File: src/rtl/vmem_pkg.sv
// Shared types and helpers for the vector memory requestor and its beat buffer.
package vmem_pkg;

    typedef enum logic [2:0] {
        IDLE,
        ISSUE_RD,
        READ,
        WRITE,
        RESP
    } state_e;

    localparam logic [1:0] MODE_FIXED = 2'd0;
    localparam logic [1:0] MODE_UNIT  = 2'd1;

    function automatic int max_beats(input int vreg_bits, input int bus_width);
        return vreg_bits / bus_width;
    endfunction

endpackage

File: src/rtl/vreg_beat_buffer.sv
// Holds the latched store vector and slices it per beat; assembles load beats
// into a vector register image whose unfilled slices stay zero.
module vreg_beat_buffer
    import vmem_pkg::*;
#(
    parameter int BUS_WIDTH = 32,
    parameter int VREG_BITS = 256,
    parameter int BEAT_W    = 6
) (
    input  logic                 clk,
    input  logic                 rst_n,
    input  logic                 capture,
    input  logic [VREG_BITS-1:0] wrdata_in,
    input  logic [BEAT_W-1:0]    beat,
    input  logic                 fill_en,
    input  logic [BUS_WIDTH-1:0] fill_data,
    output logic [BUS_WIDTH-1:0] beat_data,
    output logic [VREG_BITS-1:0] rd_buf
);

    localparam int NBEATS = max_beats(VREG_BITS, BUS_WIDTH);

    logic [VREG_BITS-1:0] wrdata_q, wrdata_d;
    logic [VREG_BITS-1:0] rdbuf_q, rdbuf_d;

    // The beat index is decoded against each slot so an out-of-range beat
    // can never address past the end of the vector.
    always_comb begin
        wrdata_d  = wrdata_q;
        rdbuf_d   = rdbuf_q;
        beat_data = '0;
        if (capture) begin
            wrdata_d = wrdata_in;
            rdbuf_d  = '0;
        end
        for (int i = 0; i < NBEATS; i++) begin
            if (beat == BEAT_W'(i)) begin
                beat_data = wrdata_q[i*BUS_WIDTH +: BUS_WIDTH];
                if (fill_en) begin
                    rdbuf_d[i*BUS_WIDTH +: BUS_WIDTH] = fill_data;
                end
            end
        end
    end

    always_ff @(posedge clk or negedge rst_n) begin
        if (!rst_n) begin
            wrdata_q <= '0;
            rdbuf_q  <= '0;
        end else begin
            wrdata_q <= wrdata_d;
            rdbuf_q  <= rdbuf_d;
        end
    end

    assign rd_buf = rdbuf_q;

endmodule

File: src/rtl/vmem_requestor.sv
// Vector-register memory requestor: turns one lane request into a burst of
// memory beats. Optional counters are enabled by defining VMEM_REQ_STATS_EN.
module vmem_requestor
    import vmem_pkg::*;
#(
    parameter int ADDR_RANGE   = 32768,
    parameter int LENGTH_RANGE = 32,
    parameter int BUS_WIDTH    = 32,
    parameter int VREG_BITS    = 256
) (
    input  logic                            clk,
    input  logic                            rst_n,
    input  logic                            req_valid,
    output logic                            req_ready,
    input  logic                            req_load,
    input  logic [1:0]                      req_mode,
    input  logic [$clog2(ADDR_RANGE)-1:0]   req_addr,
    input  logic [$clog2(LENGTH_RANGE):0]   req_length,
    input  logic [VREG_BITS-1:0]            req_wrdata,
    output logic                            resp_valid,
    input  logic                            resp_ready,
    output logic                            resp_error,
    output logic [VREG_BITS-1:0]            resp_rddata,
    output logic                            mem_wr,
    output logic                            mem_rd,
    output logic [BUS_WIDTH-1:0]            mem_wrdata,
    output logic [$clog2(ADDR_RANGE)-1:0]   mem_addr,
    output logic [$clog2(LENGTH_RANGE):0]   mem_length,
    output logic [1:0]                      mem_mode,
    output logic                            mem_rddataready,
    input  logic                            mem_ready,
    input  logic                            mem_rddatavalid,
    input  logic [BUS_WIDTH-1:0]            mem_rddata
`ifdef VMEM_REQ_STATS_EN
    ,
    output logic [31:0]                     stat_loads,
    output logic [31:0]                     stat_stores,
    output logic [31:0]                     stat_stall_cycles
`endif
);

    localparam int ADDR_W = $clog2(ADDR_RANGE);
    localparam int LEN_W  = $clog2(LENGTH_RANGE) + 1;
    localparam int MAXB   = max_beats(VREG_BITS, BUS_WIDTH);

    state_e              state_q, state_d;
    logic [ADDR_W-1:0]   addr_q, addr_d;
    logic [LEN_W-1:0]    len_q, len_d;
    logic [LEN_W-1:0]    beat_q, beat_d;
    logic [1:0]          mode_q, mode_d;
    logic                load_q, load_d;
    logic                req_ready_q, req_ready_d;
    logic                mem_wr_q, mem_wr_d;
    logic                mem_rd_q, mem_rd_d;
    logic                rdrdy_q, rdrdy_d;
    logic                resp_valid_q, resp_valid_d;
    logic                resp_error_q, resp_error_d;
    logic                buf_capture, buf_fill;
    logic                last_beat;
    logic [BUS_WIDTH-1:0] beat_data;

    assign last_beat = (beat_q == len_q - LEN_W'(1));

    always_comb begin
        state_d      = state_q;
        addr_d       = addr_q;
        len_d        = len_q;
        beat_d       = beat_q;
        mode_d       = mode_q;
        load_d       = load_q;
        resp_error_d = resp_error_q;
        buf_capture  = 1'b0;
        buf_fill     = 1'b0;
        case (state_q)
            IDLE: begin
                if (req_valid && req_ready_q) begin
                    addr_d       = req_addr;
                    len_d        = req_length;
                    mode_d       = req_mode;
                    load_d       = req_load;
                    beat_d       = '0;
                    buf_capture  = 1'b1;
                    resp_error_d = 1'b0;
                    if (req_length == '0 || req_length > LEN_W'(MAXB)) begin
                        resp_error_d = 1'b1;
                        state_d      = RESP;
                    end else if (req_load) begin
                        state_d = ISSUE_RD;
                    end else begin
                        state_d = WRITE;
                    end
                end
            end
            ISSUE_RD: state_d = READ;
            READ: begin
                if (mem_rddatavalid) begin
                    buf_fill = 1'b1;
                    beat_d   = beat_q + LEN_W'(1);
                    if (last_beat) state_d = RESP;
                end
            end
            WRITE: begin
                if (mem_ready) begin
                    beat_d = beat_q + LEN_W'(1);
                    if (last_beat) state_d = RESP;
                end
            end
            RESP: begin
                if (resp_ready) begin
                    state_d      = IDLE;
                    resp_error_d = 1'b0;
                end
            end
            default: state_d = IDLE;
        endcase
        // Outputs are decoded from the next state so they appear registered.
        req_ready_d  = (state_d == IDLE);
        mem_wr_d     = (state_d == WRITE);
        mem_rd_d     = (state_d == ISSUE_RD);
        rdrdy_d      = (state_d == READ);
        resp_valid_d = (state_d == RESP);
    end

    always_ff @(posedge clk or negedge rst_n) begin
        if (!rst_n) begin
            state_q      <= IDLE;
            addr_q       <= '0;
            len_q        <= '0;
            beat_q       <= '0;
            mode_q       <= '0;
            load_q       <= 1'b0;
            req_ready_q  <= 1'b0;
            mem_wr_q     <= 1'b0;
            mem_rd_q     <= 1'b0;
            rdrdy_q      <= 1'b0;
            resp_valid_q <= 1'b0;
            resp_error_q <= 1'b0;
        end else begin
            state_q      <= state_d;
            addr_q       <= addr_d;
            len_q        <= len_d;
            beat_q       <= beat_d;
            mode_q       <= mode_d;
            load_q       <= load_d;
            req_ready_q  <= req_ready_d;
            mem_wr_q     <= mem_wr_d;
            mem_rd_q     <= mem_rd_d;
            rdrdy_q      <= rdrdy_d;
            resp_valid_q <= resp_valid_d;
            resp_error_q <= resp_error_d;
        end
    end

    vreg_beat_buffer #(
        .BUS_WIDTH (BUS_WIDTH),
        .VREG_BITS (VREG_BITS),
        .BEAT_W    (LEN_W)
    ) u_buf (
        .clk       (clk),
        .rst_n     (rst_n),
        .capture   (buf_capture),
        .wrdata_in (req_wrdata),
        .beat      (beat_q),
        .fill_en   (buf_fill),
        .fill_data (mem_rddata),
        .beat_data (beat_data),
        .rd_buf    (resp_rddata)
    );

    assign req_ready       = req_ready_q;
    assign mem_wr          = mem_wr_q;
    assign mem_rd          = mem_rd_q;
    assign mem_rddataready = rdrdy_q;
    assign resp_valid      = resp_valid_q;
    assign resp_error      = resp_error_q;
    assign mem_wrdata      = mem_wr_q ? beat_data : '0;
    assign mem_addr        = addr_q;
    assign mem_length      = len_q;
    assign mem_mode        = mode_q;

`ifdef VMEM_REQ_STATS_EN
    logic [31:0] loads_q, loads_d;
    logic [31:0] stores_q, stores_d;
    logic [31:0] stalls_q, stalls_d;

    function automatic logic [31:0] sat_inc(input logic [31:0] v);
        return (&v) ? v : v + 32'd1;
    endfunction

    always_comb begin
        loads_d  = loads_q;
        stores_d = stores_q;
        stalls_d = stalls_q;
        if (state_q == RESP && resp_ready) begin
            if (load_q) loads_d  = sat_inc(loads_q);
            else        stores_d = sat_inc(stores_q);
        end
        if ((state_q == WRITE && !mem_ready) || (state_q == READ && !mem_rddatavalid)) begin
            stalls_d = sat_inc(stalls_q);
        end
    end

    always_ff @(posedge clk or negedge rst_n) begin
        if (!rst_n) begin
            loads_q  <= '0;
            stores_q <= '0;
            stalls_q <= '0;
        end else begin
            loads_q  <= loads_d;
            stores_q <= stores_d;
            stalls_q <= stalls_d;
        end
    end

    assign stat_loads        = loads_q;
    assign stat_stores       = stores_q;
    assign stat_stall_cycles = stalls_q;
`endif

endmodule

File: config.mk
export PLATFORM = sky130hd
export DESIGN_NAME = vmem_requestor
export DESIGN_NICKNAME = d
export VERILOG_FILES = /design/src/rtl/vmem_pkg.sv /design/src/rtl/vreg_beat_buffer.sv /design/src/rtl/vmem_requestor.sv
export SDC_FILE = /design/constraint.sdc
export NUM_CORES = 1
export LEC_CHECK = 0
export ABC_CLOCK_PERIOD_IN_PS = 7300
export BUFFER_PORTS_ARGS = -buffer_cell sky130_fd_sc_hd__buf_4
export CAP_MARGIN = 20
export CORE_MARGIN = 5
export CORE_UTILIZATION = 41
export DETAILED_ROUTE_END_ITERATION = 8
export PLACE_DENSITY = 0.73
export SLEW_MARGIN = 15
export SYNTH_ARGS = -nofsm -noshare
export SYNTH_HDL_FRONTEND = slang
export SYNTH_SLANG_ARGS = --single-unit
File: constraint.sdc
create_clock -name clk -period 7.3 [get_ports clk]
set_clock_uncertainty 0.15 [all_clocks]
set_input_delay 0.365 -clock clk [delete_from_list [all_inputs] [get_ports clk]]
set_output_delay 0.365 -clock clk [all_outputs]
set_load 0.005 [all_outputs]
==> qor.yml, run 1 <==
run_status:
  status: "finished clean"
synthesis:
  ys_types: 48
  synth_largest_area_cell: "dfrtp_1"
  synth_edf_count: 0
  dominantRegCellSynth: "dfrtp_1"
  ys_seq_elements: 550
  yosysSeqAreaShare_pct: 58.52
  yosys.cell_count.top_type: "nand2_1"
  netlist_top_cells_area: "dfrtp_1, nand2_1, o21ai_0"
  synthTopCellsByCount: "nand2_1, dfrtp_1, clkbuf_1, o21ai_0, o21ai_1"
  syn_inst: 2757
  avgSynthCellArea_um2: 8.530
  yosysTopAreaCellShare_pct: 58.52
  synth_fp_nets: 3080
  syn_area_um2: 23520
  synthArstFlopShare_pct: 100.0
  yosysWarnings: 0
clocking:
  cts_buffer_depth: 3
  insertion_delay_ns: 0.61
  cts.reportedPaths.clkPinSlew_ns: 0.06
  clock-sinks: 550
  cts_tree: "yes"
  cts_made_buffers: 59
  cts-resized-gates: 0
  htreeDepth: 2
  cts_root_buf: "clkbuf_16"
setup_path:
  critPathLaunch: "beat_q[2]"
  path_cells: "nor4_1 > and2_2 > a221o_1 > o211ai_1 > a41oi_1 > buf_4"
  endpoint_kind: "output port"
  r2r_end: "u_buf.rd_buf[103]"
  r2r-start: "beat_q[2]"
  slowest_stage: "and2_2"
  cp_max_fo: 33
  required_ns: 6.78
  timing_worst_setup_path_type: "register to output port"
  start_kind: "register"
  reg2reg_depth: 6
  r2r_slack_ns: 3.91
  max_stage_delay_ns: 0.78
  crit_arrival_ns: 3.56
run:
  drv_cap: 0
placement:
  hpwlAfterDp_um: 58760
  port_buffers: 634
  globalplace.congestion: 0.9010
  dpl_cell_area_um2: 28680
die:
  io_pins: 635
  fp.coreArea_um2: 56600
  die_w_um: 249.5
  die-area_um2: 62250
  die_h_um: 249.5
  start_util_pct: 41.55
  num_rows: 87
sta:
  slew_headroom_pct: 18.04
  slew_viol_final: 0
  worst_slew_pin_slew_ns: 1.229
  setup_viol_count_final: 0
  fin_crit_ns: 4.073
  min_period_over_period_pct: 55.80
  holdWs_ns: 0.2310
  hold_violations: 0
  rsz0062_at_grt: "no"
  final.setup.tns_ns: 0
  max_clock_freq_mhz: 245.5
pwr:
  p_sw_mw: 4.251
  intPower_mw: 8.089
  ir_drop_v: 0.0002463
  totalPowerFinal_mw: 12.34
  switching_share_pct: 34.45
  power.density_nw_per_um2: 363.2
  clock_power_share_pct: 25.8
  seqPwrFrac_pct: 43.2
  p_leak_nw: 17.03
  p_comb_share_pct: 30.9
routing:
  ant_nets: 0
  via_per_inst: 5.352
  firstDrtPassIters: 6
  initialDrtViolationCount: 2282
  via_count: 23510
  wl_um: 93170
  routedWlPerCell_um: 21.21
  drcViolationCount: 0
grt:
  overflow: 0
  grtUsageTotal_pct: 28.75
  antenna_found_initial: 21
  grt_max_degree: 247
  grt_pass1_vias: 23860
  grt_pass1_wl_um: 142100
hold_path:
  min_path_type: "input pin to async pin"
finish:
  fin_nets: 3891
  drive_above_1_share_pct: 21.54
  fillers: 4594
  area_delta_synth_final_pct: 44.46
  fin_area_um2: 33970
-- how the worst max path moves through the flow --
| stage | end | slack [ns] | cells after the start |
|---|---|---|---|
| floorplan | mem_wrdata[10] | 4.66 | 8 |
| CTS | mem_wrdata[30] | 3.31 | 6 |
| global route | mem_wrdata[30] | 3.16 | 6 |
| finish | mem_wrdata[0] | 3.23 | 6 |
| global placement | mem_wrdata[30] | 3.56 | 6 |
| detailed placement | mem_wrdata[30] | 4.00 | 6 |
-- layout make-up --
type	count	area, um^2	share of cell area [%]
Timing Repair Buffer	977	8223	24.20
Sequential cell	550	13760	40.51
Multi-Input combinational cell	1974	8885	26.15
Antenna cell	20	50.05	0.1473
Inverter	6	22.52	0.06629
Clock inverter	21	312.8	0.9207
Clock buffer	89	1770	5.211
Tap cell	756	945.9	2.784
-- cells by family (layout without fill, tap and decap cells) --
| logic type | after synthesis | count (layout) | share of synthesized area (%) |
|---|---|---|---|
| xor gates and xnor gates | 10 | 10 | 0.3724 |
| adders and majority gates | 5 | 5 | 0.2660 |
| buffers and inverters | 233 | 1093 | 4.038 |
| other | 0 | 20 | 0 |
| AOI/OAI and AO/OA | 476 | 476 | 12.56 |
| DFF | 550 | 550 | 58.52 |
| and+or+nand+nor | 1481 | 1481 | 24.15 |
| muxes | 2 | 2 | 0.08513 |
-- metal layers --
layer  GRT usage [%]  part of all wire [%]  up-vias
met2           47.07                    47     1390
met1           34.52                    37    11150
met4           16.65                   6.9       14
met3           7.423                   8.7      372
met5               0                 0.086        -
li1                -                     -    10580
-- repair_timing --
| action | in CTS | in global routing |
|---|---|---|
| setup buffers | 0 | 0 |
| endpoints found under the hold margin | 654 | 0 |
| hold buffers | 316 | 0 |
-- flip-flops by register name, indices dropped and copies added, names as in the netlist --
register / count
mem_rd: 1
mem_rddataready: 1
mem_length: 6
state_q: 3
mem_addr: 15
u_buf.rd_buf: 256
beat_q: 6
mem_mode: 2
resp_valid: 1
resp_error: 1
u_buf.wrdata_q: 256
mem_wr: 1
req_ready: 1
-- layout by cell type, fill, tap and decap left out, types with 6 or more instances in the layout --
| cell | Yosys | final |
|---|---|---|
| nand2_1 | 1419 | 1418 |
| clkbuf_16 | 0 | 60 |
| clkinv_2 | 0 | 8 |
| a22oi_1 | 32 | 32 |
| bufinv_16 | 0 | 6 |
| dfrtp_1 | 550 | 550 |
| buf_4 | 10 | 652 |
| o21ai_0 | 181 | 181 |
| dlygate4sd3_1 | 0 | 316 |
| o21a_1 | 6 | 6 |
| a21oi_1 | 13 | 13 |
| buf_12 | 0 | 6 |
| nor2_1 | 20 | 14 |
| a41oi_1 | 26 | 26 |
| a221o_1 | 26 | 26 |
| a221oi_1 | 6 | 6 |
| clkbuf_1 | 184 | 13 |
| o21ai_1 | 92 | 91 |
| xor2_1 | 7 | 7 |
| o22ai_1 | 32 | 32 |
| o211ai_1 | 52 | 52 |
| nand3_1 | 11 | 11 |
| diode_2 | 0 | 20 |
| clkbuf_8 | 0 | 16 |
-- stage by stage --
stage | util, % | instances | worst slack [ns]
floorplan | - | 2757 | 4.664
global placement | 50.61 | 3945 | 3.557
detailed placement | 50.66 | 3947 | 3.995
CTS | 59.93 | 4373 | 3.307
global route | 59.98 | 4385 | 3.164
finish | 60.02 | 4393 | 3.227
-- worst max-delay path: cells and delay by family, from the launching register on --
family	cells	cell delay, ns
AND/OR/NAND/NOR	2	1.42
buffers and inverters	1	0.20
AO/OA/AOI/OAI	3	0.83
flip-flops	1	0.49
-- power by group through the flow --
| stage | registers [mW] | logic, mW | clock network, mW |
|---|---|---|---|
| floorplan | 5.10 | 1.59 | 0 |
| detailed placement | 5.33 | 3.61 | 0 |
| global route | 5.47 | 4.20 | 3.35 |
| CTS | 5.29 | 3.77 | 3.24 |
| finish | 5.34 | 3.82 | 3.19 |
| global placement | 5.31 | 3.50 | 0 |
Power figures use the tool's default switching activity.
==> run 2, diff against run 1 <==
ABC_CLOCK_PERIOD_IN_PS = 4000   (was 7300)
clock period = 4 ns   (was 7.3 ns; I/O delays follow)
==> qor.yml, run 2 (same netlist as run 1, synthesis figures left out) <==
routing:
  via_count: 23850
  initialDrtViolationCount: 2177
  ant_nets: 0
  wl_um: 95850
  via_per_inst: 5.406
  drcViolationCount: 0
  routedWlPerCell_um: 21.73
  firstDrtPassIters: 7
setup_path:
  cpMostUsedCell: "buf_4"
  required_ns: 3.65
  path_buf_inv: 2
  cp_max_fo: 26
  endpoint_kind: "output port"
  r2r_slack_ns: 0.97
  path_cells: "nor4b_2 > nand2_2 > buf_4 > nand2_1 > o211ai_1 > a41oi_1 > buf_4"
  max_stage_delay_ns: 0.63
  slowest_stage: "nor4b_2"
  timing_worst_setup_path_type: "register to output port"
  start_kind: "register"
  critPathTopFamily: "simple AND/OR/NAND/NOR gates"
  crit_arrival_ns: 3.44
pwr:
  power.density_nw_per_um2: 664.1
  p_leak_nw: 17.18
  ir_drop_v: 0.0004140
sta:
  slew_viol_final: 0
  slew_headroom_pct: 35.03
  max_clock_freq_mhz: 264.1
  fin_crit_ns: 3.787
  min_period_over_period_pct: 94.67
  hold_violations: 0
  holdWs_ns: 0.06893
  worst_slew_pin_slew_ns: 0.9745
  setup_viol_count_final: 0
grt:
  top_usage_layer: "met2"
  grt_max_degree: 179
  grt_use_met3_pct: 7.579
  grtUsageTotal_pct: 29.64
  grtUsageMet2_pct: 47.23
  overflow: 0
  use_met1_pct: 35.91
  grt_pass1_wl_um: 145400
  antenna_found_initial: 19
  grt_pass1_vias: 24170
clocking:
  clock-sinks: 550
  cts_tree: "yes"
  cts_made_buffers: 58
  htreeDepth: 2
  cts.reportedPaths.clkPinSlew_ns: 0.06
  insertion_delay_ns: 0.64
  cts_buffer_depth: 3
  cts_root_buf: "clkbuf_16"
die:
  die_h_um: 249.5
  start_util_pct: 41.55
  fp.coreArea_um2: 56600
  die-area_um2: 62250
  io_pins: 635
  num_rows: 87
  die_w_um: 249.5
finish:
  area_delta_synth_final_pct: 45.62
  fin_nets: 3910
  drive_above_1_share_pct: 22.04
  fin_cells: 4411
  most-common-layout-cells: "nand2_1, buf_4, dfrtp_1, dlygate4sd3_1, o21ai_0"
  fillers: 4521
  final_common_cell: "nand2_1"
run:
  drv_cap: 0
placement:
  dp.cells: 3967
  hpwlAfterDp_um: 61870
  globalplace.congestion: 0.9728
  port_buffers: 634
run_status:
  status: "finished clean"
hold_path:
  min_path_type: "input pin to async pin"
-- run 2: cell count changes in the layout (fill, tap and decap cells not counted), sizes merged --
cell	change
bufinv	+2
buf	+20
clkbuf	-1
inv	-3
-- run 2: path summary, 6_finish.rpt --
path | from | endpoint | cells past startpoint
setup reg to reg | beat_q[2] | u_buf.rd_buf[234] | 5
max in group asynchronous | rst_n | u_buf.rd_buf[189] | 3
hold / removal | rst_n | u_buf.wrdata_q[183] | 2
setup / recovery | beat_q[2] | mem_wrdata[0] | 7
min in group clk | req_valid | beat_q[0] | 5
hold reg to reg | u_buf.wrdata_q[242] | u_buf.wrdata_q[242] | 2
-- run 2: power by group --
part / total, mW / switching, mW / internal [mW]
registers: 9.80 / 1.81 / 7.98
clock network: 5.91 / 2.33 / 3.58
logic: 7.04 / 3.68 / 3.36
-- run 2: area by class of cell --
cell class              count  area [um^2]  share of cell area [%]
inverters                   6        22.52                 0.06576
multi-input cells        1974         8890                   25.96
flip-flops and latches    550        13760                   40.19
well taps                 756        945.9                   2.762
diodes                     20        50.05                  0.1461
repair buffers            997         8446                   24.66
clock inverters            20        352.8                   1.030
clock buffers              88         1775                   5.184
-- run 2: stage by stage --
step | setup slack [ns] | cell area (um^2) | utilization (%) | total power [mW] | TNS [ns]
after floorplan | 1.462 | 23520 | - | 12.22 | 0
after global placement | 0.7711 | 28900 | 51.05 | 16.15 | 0
after detailed placement | 0.6944 | 28900 | 51.05 | 16.39 | 0
after CTS | 0.008945 | 34190 | 60.40 | 22.61 | 0
after global routing | -0.002027 | 34230 | 60.48 | 24.00 | -0.002027
final | 0.2134 | 34250 | 60.50 | 22.74 | 0
-- run 2: per-layer routing --
layer	share of wire, %	wire (um)
met2	46	43890
met3	8.9	8561
met5	0.022	21
met1	37	35200
met4	8.5	8181
-- run 2: repair_timing --
item,4_1_cts,5_1_grt
endpoints found under the setup margin,0,8
endpoints found under the hold margin,634,0
resized for setup,0,1
setup buffers,0,0
hold buffers,316,0
